[config.mk]
export PLATFORM = sky130hd
export DESIGN_NAME = spi_display_receiver_flat
export DESIGN_NICKNAME = d
export VERILOG_FILES = /design/src/rtl/display_pkg.sv /design/src/rtl/spi_display_receiver_if.sv /design/src/rtl/spi_input_sync.sv /design/src/rtl/spi_display_receiver.sv /design/src/flat_wrapper.sv
export SDC_FILE = /design/constraint.sdc
export NUM_CORES = 1
export LEC_CHECK = 0
export BUFFER_PORTS_ARGS = -buffer_cell sky130_fd_sc_hd__buf_2
export CAP_MARGIN = 25
export CELL_PAD_IN_SITES_DETAIL_PLACEMENT = 2
export CELL_PAD_IN_SITES_GLOBAL_PLACEMENT = 2
export CORE_MARGIN = 5
export CORE_UTILIZATION = 43
export CTS_CLUSTER_DIAMETER = 30
export DETAILED_ROUTE_END_ITERATION = 10
export GPL_ROUTABILITY_DRIVEN = 1
export PLACE_DENSITY = 0.93
export SLEW_MARGIN = 20
export SYNTH_ARGS = -nofsm -noshare
export SYNTH_HDL_FRONTEND = slang
export SYNTH_SLANG_ARGS = --single-unit
[constraint.sdc]
create_clock -name clk -period 4.3 [get_ports clk]
set_clock_uncertainty 0.05 [all_clocks]
set_input_delay 1.075 -clock clk [delete_from_list [all_inputs] [get_ports clk]]
set_output_delay 1.075 -clock clk [all_outputs]
set_load 0.03 [all_outputs]
[src/rtl/display_pkg.sv]
// Shared constants and state encoding for the SPI display receiver.
package display_pkg;

    localparam int FRAME_BITS = 16;
    localparam logic [4:0] FRAME_CNT = 5'(FRAME_BITS);

    localparam logic [3:0] ADDR_NOOP      = 4'h0;
    localparam logic [3:0] ADDR_DIGIT0    = 4'h1;
    localparam logic [3:0] ADDR_DIGIT7    = 4'h8;
    localparam logic [3:0] ADDR_DECODE    = 4'h9;
    localparam logic [3:0] ADDR_INTENSITY = 4'hA;
    localparam logic [3:0] ADDR_SCANLIM   = 4'hB;
    localparam logic [3:0] ADDR_SHUTDOWN  = 4'hC;
    localparam logic [3:0] ADDR_TEST      = 4'hF;

    typedef enum logic [1:0] {
        IDLE  = 2'd0,
        SHIFT = 2'd1,
        LATCH = 2'd2
    } state_e;

endpackage

[src/rtl/spi_display_receiver_if.sv]
// SPI pin bundle between the display driver (master) and the receiver (slave).
interface spi_display_receiver_if;
    logic spi_mosi;
    logic spi_cs;
    logic spi_sck;

    modport master (output spi_mosi, output spi_cs, output spi_sck);
    modport slave  (input spi_mosi, input spi_cs, input spi_sck);
endinterface

[src/rtl/spi_input_sync.sv]
// Multi-stage synchronizer for one asynchronous SPI pin, plus rise/fall detection.
module spi_input_sync #(
    parameter int   STAGES   = 2,
    parameter logic IDLE_LVL = 1'b0
) (
    input  logic clk,
    input  logic res,
    input  logic din_i,
    output logic level_o,
    output logic rise_o,
    output logic fall_o
);

    logic [STAGES-1:0] sync_q;
    logic              hist_q;

    // Synchronizer chain and one history stage, reset to the pin's idle level
    always_ff @(posedge clk) begin
        if (!res) begin
            sync_q <= {STAGES{IDLE_LVL}};
            hist_q <= IDLE_LVL;
        end else begin
            sync_q <= {sync_q[STAGES-2:0], din_i};
            hist_q <= sync_q[STAGES-1];
        end
    end

    assign level_o = sync_q[STAGES-1];
    assign rise_o  = sync_q[STAGES-1] & ~hist_q;
    assign fall_o  = ~sync_q[STAGES-1] & hist_q;

endmodule

[src/rtl/spi_display_receiver.sv]
// Oversampling SPI frame receiver keeping a shadow copy of the MAX7219-style register file.
module spi_display_receiver
    import display_pkg::*;
#(
    parameter int SYNC_STAGES = 2
) (
    input  logic                         clk,
    input  logic                         res,
    spi_display_receiver_if.slave        spi,
    output logic                         frame_valid,
    output logic [3:0]                   frame_addr,
    output logic [7:0]                   frame_data,
    output logic                         frame_err,
    input  logic [2:0]                   rd_sel,
    output logic [7:0]                   rd_data,
    output logic [7:0]                   decode_mode,
    output logic [3:0]                   intensity,
    output logic [2:0]                   scan_limit,
    output logic                         shutdown_n,
    output logic                         display_test
);

    logic cs_lvl_s, cs_rise_s, cs_fall_s;
    logic sck_lvl_s, sck_rise_s, sck_fall_s;
    logic mosi_lvl_s, mosi_rise_s, mosi_fall_s;

    spi_input_sync #(.STAGES(SYNC_STAGES), .IDLE_LVL(1'b1)) u_sync_cs (
        .clk(clk), .res(res), .din_i(spi.spi_cs),
        .level_o(cs_lvl_s), .rise_o(cs_rise_s), .fall_o(cs_fall_s));
    spi_input_sync #(.STAGES(SYNC_STAGES), .IDLE_LVL(1'b0)) u_sync_sck (
        .clk(clk), .res(res), .din_i(spi.spi_sck),
        .level_o(sck_lvl_s), .rise_o(sck_rise_s), .fall_o(sck_fall_s));
    spi_input_sync #(.STAGES(SYNC_STAGES), .IDLE_LVL(1'b0)) u_sync_mosi (
        .clk(clk), .res(res), .din_i(spi.spi_mosi),
        .level_o(mosi_lvl_s), .rise_o(mosi_rise_s), .fall_o(mosi_fall_s));

    state_e                  state_q, state_d;
    logic [4:0]              cnt_q, cnt_d, cnt_eff_s;
    logic [FRAME_BITS-1:0]   shift_q, shift_d;
    logic                    err_d;
    logic                    frame_valid_q, frame_err_q;
    logic [3:0]              frame_addr_q;
    logic [7:0]              frame_data_q;
    logic [7:0]              digit_q [8];
    logic [7:0]              decode_q;
    logic [3:0]              intensity_q;
    logic [2:0]              scan_q;
    logic                    shutdown_q, test_q;
    logic [3:0]              wr_addr_s;
    logic [7:0]              wr_data_s;

    // FSM state, bit counter and shift register
    always_ff @(posedge clk) begin
        if (!res) begin
            state_q <= IDLE;
            cnt_q   <= 5'd0;
            shift_q <= '0;
        end else begin
            state_q <= state_d;
            cnt_q   <= cnt_d;
            shift_q <= shift_d;
        end
    end

    // Next state; a bit arriving with the Cs rise is counted before the length check
    always_comb begin
        state_d   = state_q;
        cnt_d     = cnt_q;
        shift_d   = shift_q;
        err_d     = 1'b0;
        cnt_eff_s = cnt_q;
        case (state_q)
            IDLE: begin
                if (cs_fall_s) begin
                    state_d = SHIFT;
                    cnt_d   = 5'd0;
                end else begin
                    state_d = IDLE;
                end
            end
            SHIFT: begin
                if (sck_rise_s) begin
                    shift_d   = {shift_q[FRAME_BITS-2:0], mosi_lvl_s};
                    cnt_eff_s = (cnt_q == 5'd31) ? cnt_q : cnt_q + 5'd1;
                end else begin
                    cnt_eff_s = cnt_q;
                end
                cnt_d = cnt_eff_s;
                if (cs_rise_s) begin
                    if (cnt_eff_s >= FRAME_CNT) begin
                        state_d = LATCH;
                    end else begin
                        state_d = IDLE;
                        err_d   = 1'b1;
                    end
                end else begin
                    state_d = SHIFT;
                end
            end
            LATCH:   state_d = IDLE;
            default: state_d = IDLE;
        endcase
    end

    assign wr_addr_s = shift_q[11:8];
    assign wr_data_s = shift_q[7:0];

    // Frame outputs and register-file write, all landing on the edge leaving LATCH
    always_ff @(posedge clk) begin
        if (!res) begin
            frame_valid_q <= 1'b0;
            frame_err_q   <= 1'b0;
            frame_addr_q  <= 4'h0;
            frame_data_q  <= 8'h00;
            for (int i = 0; i < 8; i++) digit_q[i] <= 8'h00;
            decode_q      <= 8'h00;
            intensity_q   <= 4'h0;
            scan_q        <= 3'd0;
            shutdown_q    <= 1'b0;
            test_q        <= 1'b0;
        end else begin
            frame_valid_q <= (state_q == LATCH);
            frame_err_q   <= err_d;
            if (state_q == LATCH) begin
                frame_addr_q <= wr_addr_s;
                frame_data_q <= wr_data_s;
                case (wr_addr_s) inside
                    [ADDR_DIGIT0:ADDR_DIGIT7]: digit_q[3'(wr_addr_s - ADDR_DIGIT0)] <= wr_data_s;
                    ADDR_DECODE:    decode_q    <= wr_data_s;
                    ADDR_INTENSITY: intensity_q <= wr_data_s[3:0];
                    ADDR_SCANLIM:   scan_q      <= wr_data_s[2:0];
                    ADDR_SHUTDOWN:  shutdown_q  <= wr_data_s[0];
                    ADDR_TEST:      test_q      <= wr_data_s[0];
                    default: ;
                endcase
            end
        end
    end

    assign frame_valid  = frame_valid_q;
    assign frame_err    = frame_err_q;
    assign frame_addr   = frame_addr_q;
    assign frame_data   = frame_data_q;
    assign rd_data      = digit_q[rd_sel];
    assign decode_mode  = decode_q;
    assign intensity    = intensity_q;
    assign scan_limit   = scan_q;
    assign shutdown_n   = shutdown_q;
    assign display_test = test_q;

endmodule

[src/flat_wrapper.sv]
// flat-port wrapper written by rule: the top's interface ports become plain ports
module spi_display_receiver_flat import display_pkg::*;
#(
    parameter int SYNC_STAGES = 2
)
  (clk, res, frame_valid, frame_addr, frame_data, frame_err, rd_sel, rd_data, decode_mode, intensity, scan_limit, shutdown_n, display_test, spi_spi_mosi, spi_spi_cs, spi_spi_sck);
  spi_display_receiver_if spi_i ();
  input  logic clk;
  input  logic res;
  output logic frame_valid;
  output logic [3:0] frame_addr;
  output logic [7:0] frame_data;
  output logic frame_err;
  input  logic [2:0] rd_sel;
  output logic [7:0] rd_data;
  output logic [7:0] decode_mode;
  output logic [3:0] intensity;
  output logic [2:0] scan_limit;
  output logic shutdown_n;
  output logic display_test;
  input wire logic [$bits(spi_i.spi_mosi)-1:0] spi_spi_mosi;
  input wire logic [$bits(spi_i.spi_cs)-1:0] spi_spi_cs;
  input wire logic [$bits(spi_i.spi_sck)-1:0] spi_spi_sck;
  assign spi_i.spi_mosi = spi_spi_mosi;
  assign spi_i.spi_cs = spi_spi_cs;
  assign spi_i.spi_sck = spi_spi_sck;
  spi_display_receiver #(.SYNC_STAGES(SYNC_STAGES)) u_core (.clk(clk), .res(res), .spi(spi_i), .frame_valid(frame_valid), .frame_addr(frame_addr), .frame_data(frame_data), .frame_err(frame_err), .rd_sel(rd_sel), .rd_data(rd_data), .decode_mode(decode_mode), .intensity(intensity), .scan_limit(scan_limit), .shutdown_n(shutdown_n), .display_test(display_test));
endmodule
==> results_dict.tcl <==
set metrics [dict create \
    tightest_slew_ns 0.772 \
    crit_type "in -> out" \
    clk_pin_slew_ns 0.06 \
    cts_tree "yes" \
    n_fill_cell 1174 \
    pin_count 47 \
    antenna_found_initial 0 \
    outcome "complete, no violations" \
    netlist_top_cells_count "92 x nand2_1, 64 x edfxtp_1, 58 x dfxtp_1, 36 x nor2_1, 34 x nor3_1" \
    cts_resized 0 \
    cts_buffer_depth 2 \
    finalMaxSlewViolations 0 \
    seq_area_um2 3080 \
    synth.most_common_cell "nand2_1" \
    crit_path_end_kind "output port" \
    pwr-share-seq_pct 44.3 \
    grt_usage_pct 24.4 \
    grt_overflow 0 \
    place_inst 653 \
    core-area_um2 12100 \
    vias_per_cell 5.57 \
    rr_startpoint "u_core.shift_q[8]$_SDFFE_PN0P_" \
    die_h_um 121 \
    nNetsFinal 518 \
    dr_wl_met2_um 8660 \
    combPwrFrac_pct 4.3 \
    first_global_vias 4331 \
    port_buffers 46 \
    setup_tns_ns 0 \
    drtPass1Iterations 4 \
    grt_pass1_wl_um 26300 \
    yosysWarnings 0 \
    cts_root_buf "clkbuf_16" \
    synth_area_um2 5300 \
    num_rows 40 \
    hold_violations 0 \
    power_switching_w 0.000620 \
    avgSynthCellArea_um2 11.5 \
    grt_max_degree 41 \
    async_flop_share_pct 0 \
    final_cells 686 \
    cp.arrival_ns 2.54 \
    chipWidth_um 121 \
    synth_ff_type "edfxtp_1" \
    r2r-end "u_core.digit_q[0][1]$_SDFFCE_PN0P_" \
    pwr_density_cell_nw_per_um2 459 \
    ys_seq_elements 122 \
    place.gp.congestion 0.889 \
    numCtsBuffers 17 \
    htreeDepth 4 \
    internal_power_w 0.00227 \
    p_sw_share_pct 21.5 \
    fin_crit_sh_pct 85.1 \
    crit_fanout 16 \
    hold_end "u_core.u_sync_cs.sync_q[1]$_SDFF_PN1_" \
    cap_violations 0 \
    leakage_nw 2.22 \
    highest_layer "met4" \
    cts_num_sinks 122 \
    wl_um 16700 \
    worst_ep_required_time_ns 3.17 \
    worst_r2r_path_depth 7 \
    startpoint_type "input port" \
    syn_inst 461 \
    dpl.hpwl_um 11100 \
    synth_top_area_share_pct 36.3 \
    hold_buffers 0 \
    wl_met3_um 614 \
    synth_top_family_by_area "simple AND/OR/NAND/NOR gates" \
    die_area_um2 14600 \
    multiInputGateArea_um2 2010 \
    synth-edff-count 64 \
    ys_types 48 \
    diodes 0 \
    worstHoldPathCells 1 \
    synth.area.mux_share_pct 13.0 \
    hold_path_startpoint "u_core.u_sync_cs.sync_q[0]$_SDFF_PN1_" \
    insertion_delay_ns 0.42 \
    hold_path.class "reg -> reg" \
    r2r_setup_slack_ns 0.96 \
    ant_nets 0 \
    wl_per_cell_um 24.4 \
    yosys.area_share.simple_pct 17.6 \
    fmax_ghz 0.273 \
    synthAdderAreaFrac_pct 1.18 \
    post_cts_buffers 0 \
    syn_nets 474 \
    synth_area_leader_cell "edfxtp_1" \
    synth_compound_gate_area_share_pct 5.95 \
    drive_above_1_share_pct 20.1 \
    ys_seq_area_share_pct 58.2 \
    vdd_drop_max_v 0.000265 \
    area_growth_pct 18.6 \
    setup_viol 0 \
    wl_met1_um 6990 \
    route.detailed.drc 0 \
    dr_total_vias 3819 \
    fin_crit_ns 3.66 \
    synth_xor_area_share_pct 0.165 \
    dr.first_iter.drc_count 236 \
    clkPwrFrac_pct 51.4 \
    maxSlewHeadroom_pct 48.5 \
    rsz0062_at_grt "no" \
    synth.area.top_cells "edfxtp_1 36%, dfxtp_1 22%, mux4_1 7.9%" \
    initial_core_util_pct 44.0 \
]
cell families after synthesis:
logic type | count (synthesis)
XOR/XNOR | 1
flip-flops | 122
multiplexers | 42
AND/OR/NAND/NOR | 202
adder cells (fa/ha/maj) | 5
buffers and inverters | 42
AO/OA/AOI/OAI | 47
worst max-delay path, stage by stage:
cell    delay [ns]
buf_2         0.36
mux4_1        0.62
mux2_2        0.29
buf_2         0.18
through the flow:
| stage | setup slack [ns] | total power [W] | utilization (%) | hold WS [ns] | area [um2] |
|---|---|---|---|---|---|
| 2_1_floorplan | 0.982 | 0.00138 | - | 0.336 | 5300 |
| 3_3_place_gp | 0.744 | 0.00141 | 46.9 | 0.347 | 5650 |
| 3_5_place_dp | 0.622 | 0.00143 | 46.9 | 0.382 | 5650 |
| 4_1_cts | 0.620 | 0.00291 | 51.9 | 0.381 | 6260 |
| 5_1_grt | 0.587 | 0.00297 | 52.1 | 0.400 | 6290 |
| 6_report | 0.640 | 0.00288 | 52.1 | 0.377 | 6290 |
flip-flops by register name, summed over array words and instances (netlist names):
register	count
u_core.cnt_q	5
u_core.decode_mode	8
u_core.digit_q	64
u_core.display_test	1
u_core.frame_addr	4
u_core.frame_data	8
u_core.frame_err	1
u_core.frame_valid	1
u_core.intensity	4
u_core.scan_limit	3
u_core.shift_q	12
u_core.shutdown_n	1
u_core.state_q	2
u_core.u_sync_cs.hist_q	1
u_core.u_sync_cs.sync_q	2
u_core.u_sync_mosi.sync_q	2
u_core.u_sync_sck.hist_q	1
u_core.u_sync_sck.sync_q	2
power groups by stage:
stage / clock (W) / combinational [W] / sequential [W]
CTS: 0.00150 / 0.000126 / 0.00128
detailed placement: 0 / 0.000124 / 0.00130
floorplan: 0 / 0.0000926 / 0.00129
global placement: 0 / 0.000115 / 0.00130
finish: 0.00148 / 0.000124 / 0.00128
global route: 0.00156 / 0.000133 / 0.00128
layout by cell type, fill, tap and decap left out, types with 8 or more instances in the layout:
| master | instances |
|---|---|
| a21oi_1 | 26 |
| buf_2 | 46 |
| buf_4 | 11 |
| clkbuf_16 | 17 |
| dfxtp_1 | 58 |
| edfxtp_1 | 64 |
| inv_1 | 8 |
| mux2_2 | 8 |
| mux2i_1 | 18 |
| mux4_1 | 16 |
| nand2_1 | 92 |
| nor2_1 | 36 |
| nor3_1 | 34 |
final cells by class:
cell class                      count  area share (%)
Inverter                            9           0.537
Multi-Input combinational cell    297            32.0
Tap cell                          168            3.34
Clock inverter                     15            2.88
Timing Repair Buffer               58            5.41
Clock buffer                       17            6.76
Sequential cell                   122            49.0
worst max-delay path by stage:
stage | depth (start not counted) | from | to
floorplan | 4 | rd_sel[0] | rd_data[0]
global placement | 4 | rd_sel[0] | rd_data[3]
detailed placement | 4 | rd_sel[0] | rd_data[3]
CTS | 4 | rd_sel[0] | rd_data[2]
global route | 4 | rd_sel[0] | rd_data[3]
finish | 4 | rd_sel[0] | rd_data[0]
metal layers:
| metal | GRT usage (%) | up-vias |
|---|---|---|
| li1 | - | 1740 |
| met1 | 29.0 | 1949 |
| met2 | 43.1 | 103 |
| met3 | 5.22 | 27 |
| met4 | 9.14 | 0 |
| met5 | 0 | - |
(Power assumes the default switching activity.)
